`config.mk`:
```
export PLATFORM = sky130hd
export DESIGN_NAME = grid_writer
export DESIGN_NICKNAME = d
export VERILOG_FILES = /design/src/rtl/grid_writer.sv
export SDC_FILE = /design/constraint.sdc
export NUM_CORES = 1
export LEC_CHECK = 0
export ABC_AREA = 1
export CORE_UTILIZATION = 50
export CTS_CLUSTER_DIAMETER = 150
export DETAILED_ROUTE_END_ITERATION = 6
export GPL_ROUTABILITY_DRIVEN = 0
export PLACE_DENSITY = 0.75
export SLEW_MARGIN = 25
export SYNTH_ARGS = -nofsm -noshare
export SYNTH_HDL_FRONTEND = slang
export SYNTH_SLANG_ARGS = --single-unit
export TNS_END_PERCENT = 1
```
`constraint.sdc`:
```
create_clock -name pixel_clk_in -period 12.6 [get_ports pixel_clk_in]
set_clock_uncertainty 0.05 [all_clocks]
set_input_delay 2.52 -clock pixel_clk_in [delete_from_list [all_inputs] [get_ports pixel_clk_in]]
set_output_delay 2.52 -clock pixel_clk_in [all_outputs]
set_load 0.05 [all_outputs]
```
`src/rtl/grid_writer.sv`:
```
// grid_writer: sole writer to the fluid-state BRAM read by the pixel stage.
// After reset, or on init_start_in, sweeps every cell of the GRID_W x GRID_H
// grid (addr = x + GRID_W*y) writing a barrier border around a rest-pattern
// interior. Once initialised it accepts paint requests over valid/ready and
// writes a 3x3 brush of barrier cells (or erases them back to rest pattern).
//
// Ports:
//   pixel_clk_in     clock
//   rst_in           asynchronous active-low reset
//   init_start_in    one-cycle request to re-run initialisation (IDLE only)
//   paint_valid_in   paint request valid
//   paint_ready_out  paint request accepted when valid & ready
//   paint_x_in/y_in  brush centre coordinates (out-of-grid values are legal)
//   paint_erase_in   1 = write rest pattern, 0 = write barrier
//   we_out           BRAM write enable (registered)
//   addr_out         BRAM write address (registered)
//   data_out         BRAM write data, 9 direction bytes (registered)
//   busy_out         high while initialising or painting
//   init_done_out    high once an initialisation has completed
module grid_writer #(
  parameter int          GRID_W     = 205,
  parameter int          GRID_H     = 154,
  parameter int          BRAM_DEPTH = 31570,
  parameter logic [7:0]  W_REST     = 8'd64,
  parameter logic [7:0]  W_AXIS     = 8'd16,
  parameter logic [7:0]  W_DIAG     = 8'd4
) (
  input  logic                          pixel_clk_in,
  input  logic                          rst_in,
  input  logic                          init_start_in,
  input  logic                          paint_valid_in,
  output logic                          paint_ready_out,
  input  logic [7:0]                    paint_x_in,
  input  logic [7:0]                    paint_y_in,
  input  logic                          paint_erase_in,
  output logic                          we_out,
  output logic [$clog2(BRAM_DEPTH)-1:0] addr_out,
  output logic [8:0][7:0]               data_out,
  output logic                          busy_out,
  output logic                          init_done_out
);

  // state    | meaning
  // INIT_ARM | one-cycle prelude, clears sweep counters
  // INIT     | one write per cycle over the whole grid, raster order
  // IDLE     | waiting for paint request or init restart
  // PAINT    | nine brush slots, one per cycle, skipped slots write nothing

  localparam int AW = $clog2(BRAM_DEPTH);

  localparam logic [8:0][7:0]   BARRIER    = '1;
  localparam logic [8:0][7:0]   REST       = {{4{W_DIAG}}, {4{W_AXIS}}, W_REST};
  localparam logic [7:0]        X_LAST     = 8'(GRID_W - 1);
  localparam logic [7:0]        Y_LAST     = 8'(GRID_H - 1);
  localparam logic [AW-1:0]     ADDR_LAST  = AW'(BRAM_DEPTH - 1);
  localparam logic [AW-1:0]     ROW_STRIDE = AW'(GRID_W);
  localparam logic signed [9:0] TX_MAX     = 10'(GRID_W - 2);
  localparam logic signed [9:0] TY_MAX     = 10'(GRID_H - 2);

  typedef enum logic [1:0] {INIT_ARM, INIT, IDLE, PAINT} state_t;

  state_t state, next_state;

  logic [7:0]          x_cnt, y_cnt;
  logic [AW-1:0]       addr_cnt;
  logic [7:0]          px_q, py_q;
  logic                erase_q;
  logic signed [1:0]   dx_q, dy_q;
  logic [3:0]          slot_cnt;

  logic                accept;
  logic                init_border;
  logic signed [9:0]   tx, ty;
  logic                tgt_ok;
  logic                wr_en;
  logic [AW-1:0]       wr_addr;
  logic [8:0][7:0]     wr_data;

  assign paint_ready_out = (state == IDLE) & init_done_out & ~init_start_in;

  // State register
  always_ff @(posedge pixel_clk_in or negedge rst_in) begin
    if (!rst_in) state <= INIT_ARM;
    else         state <= next_state;
  end

  // Next-state logic
  always_comb begin
    next_state = state;
    accept     = 1'b0;
    case (state)
      INIT_ARM: next_state = INIT;
      INIT:     if (addr_cnt == ADDR_LAST) next_state = IDLE;
      IDLE: begin
        if (init_start_in) begin
          next_state = INIT_ARM;
        end else if (paint_valid_in && paint_ready_out) begin
          accept     = 1'b1;
          next_state = PAINT;
        end
      end
      PAINT:    if (slot_cnt == 4'd8) next_state = IDLE;
      default:  next_state = INIT_ARM;
    endcase
  end

  // Brush target; 10-bit signed so x-1 at x=0 goes negative and x+1 at 255
  // does not wrap back into the grid.
  always_comb begin
    tx = $signed({2'b00, px_q}) + $signed({{8{dx_q[1]}}, dx_q});
    ty = $signed({2'b00, py_q}) + $signed({{8{dy_q[1]}}, dy_q});
    // Only interior cells are paintable; the border is fixed after init.
    tgt_ok = (tx >= 10'sd1) && (tx <= TX_MAX) && (ty >= 10'sd1) && (ty <= TY_MAX);
  end

  assign init_border = (x_cnt == 8'd0) || (x_cnt == X_LAST) ||
                       (y_cnt == 8'd0) || (y_cnt == Y_LAST);

  // Write request for the current state, registered onto the outputs below.
  always_comb begin
    wr_en   = 1'b0;
    wr_addr = '0;
    wr_data = '0;
    case (state)
      INIT: begin
        wr_en   = 1'b1;
        wr_addr = addr_cnt;
        wr_data = init_border ? BARRIER : REST;
      end
      PAINT: begin
        wr_en   = tgt_ok;
        wr_addr = AW'($unsigned(ty)) * ROW_STRIDE + AW'($unsigned(tx));
        wr_data = erase_q ? REST : BARRIER;
      end
      default: ;
    endcase
  end

  // Counters, request latch and registered outputs
  always_ff @(posedge pixel_clk_in or negedge rst_in) begin
    if (!rst_in) begin
      x_cnt         <= '0;
      y_cnt         <= '0;
      addr_cnt      <= '0;
      px_q          <= '0;
      py_q          <= '0;
      erase_q       <= 1'b0;
      dx_q          <= '0;
      dy_q          <= '0;
      slot_cnt      <= '0;
      we_out        <= 1'b0;
      addr_out      <= '0;
      data_out      <= '0;
      busy_out      <= 1'b0;
      init_done_out <= 1'b0;
    end else begin
      we_out   <= wr_en;
      addr_out <= wr_addr;
      data_out <= wr_data;
      busy_out <= (next_state != IDLE);

      if (next_state == INIT_ARM)
        init_done_out <= 1'b0;
      else if (state == INIT && next_state == IDLE)
        init_done_out <= 1'b1;

      case (state)
        INIT_ARM: begin
          x_cnt    <= '0;
          y_cnt    <= '0;
          addr_cnt <= '0;
        end
        INIT: begin
          addr_cnt <= addr_cnt + AW'(1);
          if (x_cnt == X_LAST) begin
            x_cnt <= '0;
            y_cnt <= y_cnt + 8'd1;
          end else begin
            x_cnt <= x_cnt + 8'd1;
          end
        end
        IDLE: begin
          if (accept) begin
            px_q     <= paint_x_in;
            py_q     <= paint_y_in;
            erase_q  <= paint_erase_in;
            dx_q     <= -2'sd1;
            dy_q     <= -2'sd1;
            slot_cnt <= '0;
          end
        end
        PAINT: begin
          slot_cnt <= slot_cnt + 4'd1;
          if (dx_q == 2'sd1) begin
            dx_q <= -2'sd1;
            dy_q <= dy_q + 2'sd1;
          end else begin
            dx_q <= dx_q + 2'sd1;
          end
        end
        default: ;
      endcase
    end
  end

endmodule

```
==> results_dict.tcl <==
set metrics [dict create \
    yosys_warnings 0 \
    final_hold_viol_count 0 \
    fin_crit_ns 6.79 \
    wl_per_cell_um 13.5 \
    grt_pass1_vias 5259 \
    syn_inst 872 \
    crit_path_max_fanout 3 \
    worstMarginPinSlew_ns 0.728 \
    r2r-end "addr_out[12]" \
    cap_viol_max_count 0 \
    placed_area_um2 7870 \
    antenna_cells 0 \
    finalWorstSetupSlack_ns 5.81 \
    drc 0 \
    r2r-start "dy_q[1]" \
    cts-root-buf "clkbuf_16" \
    synth_top_area_frac 0.274 \
    synth_top_area_cell "dfrtp_1" \
    std_cell_rows 43 \
    initial_core_util 0.513 \
    yosysSeqAreaShare 0.274 \
    clk_path_buf_depth 2 \
    synth_area_um2 7120 \
    grt.total_usage 0.214 \
    port-buffer-count 111 \
    setup_tns_ns 0 \
    boundaryPins 112 \
    overflow 0 \
    period_share 0.539 \
    crit_path_end_kind "output port" \
    setup_viol 0 \
    min_from "addr_cnt[14]" \
    nNetsFinal 1052 \
    cts-htree-levels 3 \
    synthTopCellsByArea "dfrtp_1 27%, ha_1 15%, inv_1 9.2%" \
    syn_nets 1009 \
    final_area_um2 8200 \
    firstDrtPassIters 4 \
    startpoint_type "input pin" \
    final_cell_mix "174 x inv_1, 138 x nand2_1, 110 x clkdlybuf4s50_1" \
    ys_ff_latch 78 \
    ff2ff_setup_slack_ns 6.82 \
    die_x_um 121 \
    clk_latency_ns 0.34 \
    post_synth.cell_area_avg_um2 8.16 \
    hold_depth 1 \
    path_class "in -> out" \
    grt_start_max_net_pins 79 \
    dp_slack_ns 5.81 \
    post-cts-setup-buffer-count 0 \
    antenna_found_initial 0 \
    grt_pass1_wl_um 24600 \
    cts-resized-gates 0 \
    detail-route-antenna-nets 0 \
    critPathRequiredTime_ns 10.03 \
    drt-vias-per-instance 4.93 \
    dieHeight_um 121 \
    cts_sinks 78 \
    area_delta_synth_final_pct 15.2 \
    rsz0062_at_grt "false" \
    status "finished clean" \
    slew_viol_final 0 \
    slew_headroom 0.514 \
    final_util 0.591 \
    drive_above_1_share 0.0467 \
    vias 5424 \
    hpwl_um 11500 \
    hold_buffers 0 \
    synth_cell_types 40 \
    fmax_ghz 0.147 \
    clk_pin_slew_ns 0.06 \
    reg2reg_depth 23 \
    arrival_ns 4.22 \
    final_common_cell "inv_1" \
    worstHoldEndpoint "addr_cnt[14]" \
    totalWireLength_um 14800 \
    fp.dieArea_um2 14700 \
    cts_tree "yes" \
    cts-buffers-inserted 9 \
    core_um2 13900 \
    drt_iter0_markers 273 \
    hold_path_class "reg -> reg" \
]
[how the worst max path moves through the flow]
stage               depth (start not counted)               to          start
finish                                      4  paint_ready_out  init_start_in
global route                                4  paint_ready_out  init_start_in
CTS                                         4  paint_ready_out  init_start_in
detailed placement                          4  paint_ready_out  init_start_in
global placement                            4  paint_ready_out  init_start_in
floorplan                                   2  paint_ready_out  init_start_in
[flip-flops by register name, summed over array words and instances, names as in the netlist, 4 cells and up]
name	cells
y_cnt	8
x_cnt	8
addr_cnt	15
slot_cnt	4
addr_out	15
py_q	8
px_q	8
[layout make-up]
class,instances,area (um2)
Clock buffer,10,229
Clock inverter,6,95.1
Fill cell,1243,5680
Inverter,175,659
Multi-Input combinational cell,539,3920
Sequential cell,78,1950
Tap cell,180,225
Timing Repair Buffer,112,1120
[cells in the mapped netlist (all sizes together)]
| library cell | number |
|---|---|
| a31o | 1 |
| dfrtp | 78 |
| nor4 | 4 |
| a21o | 1 |
| a31oi | 2 |
| o31ai | 1 |
| nand2 | 142 |
| nand3b | 2 |
| o311ai | 2 |
| nor2 | 46 |
| o21ai | 46 |
| nand3 | 48 |
| xnor2 | 7 |
| nand4 | 14 |
| mux2 | 15 |
| buf | 73 |
| o41ai | 1 |
| or2 | 2 |
| clkbuf | 7 |
| inv | 175 |
| a211oi | 2 |
| a21oi | 39 |
| fa | 29 |
| o22ai | 11 |
| xor2 | 18 |
| and3 | 1 |
| o21bai | 3 |
| nor3 | 13 |
| a22oi | 1 |
| ha | 87 |
| nor3b | 1 |
[stage by stage]
step / hold slack [ns] / std cells
final: 0.412 / 1100
after global routing: 0.424 / 1100
after CTS: 0.414 / 1100
after detailed placement: 0.404 / 1084
after global placement: 0.400 / 1084
after floorplan: 0.383 / 872
[worst max-delay path: stages]
cell	delay [ns]
clkdlybuf4s50_1	0.39
or2_4	0.26
nor3_4	0.19
clkdlybuf4s50_1	0.85
[layer usage]
| layer | share of wire | vias to the layer above | global-route usage | wire [um] |
|---|---|---|---|---|
| met5 | 0 | - | 0 | 0 |
| met4 | 0.026 | 0 | 0.0864 | 382 |
| met3 | 0.034 | 24 | 0.0428 | 505 |
| met2 | 0.47 | 79 | 0.346 | 7000 |
| met1 | 0.47 | 2531 | 0.279 | 6950 |
| li1 | - | 2790 | - | - |
[cells by family after synthesis]
kind of cell / count (synthesis) / synth area share
AOI/OAI and AO/OA: 110 / 0.0846
adders and majority gates: 116 / 0.235
muxes: 15 / 0.0301
buffers and inverters: 255 / 0.175
DFF: 78 / 0.274
and+or+nand+nor: 273 / 0.171
xor gates and xnor gates: 25 / 0.0308
Power is not shown: default switching activity piles up to over one toggle a cycle in this logic, so the estimate is an artifact.
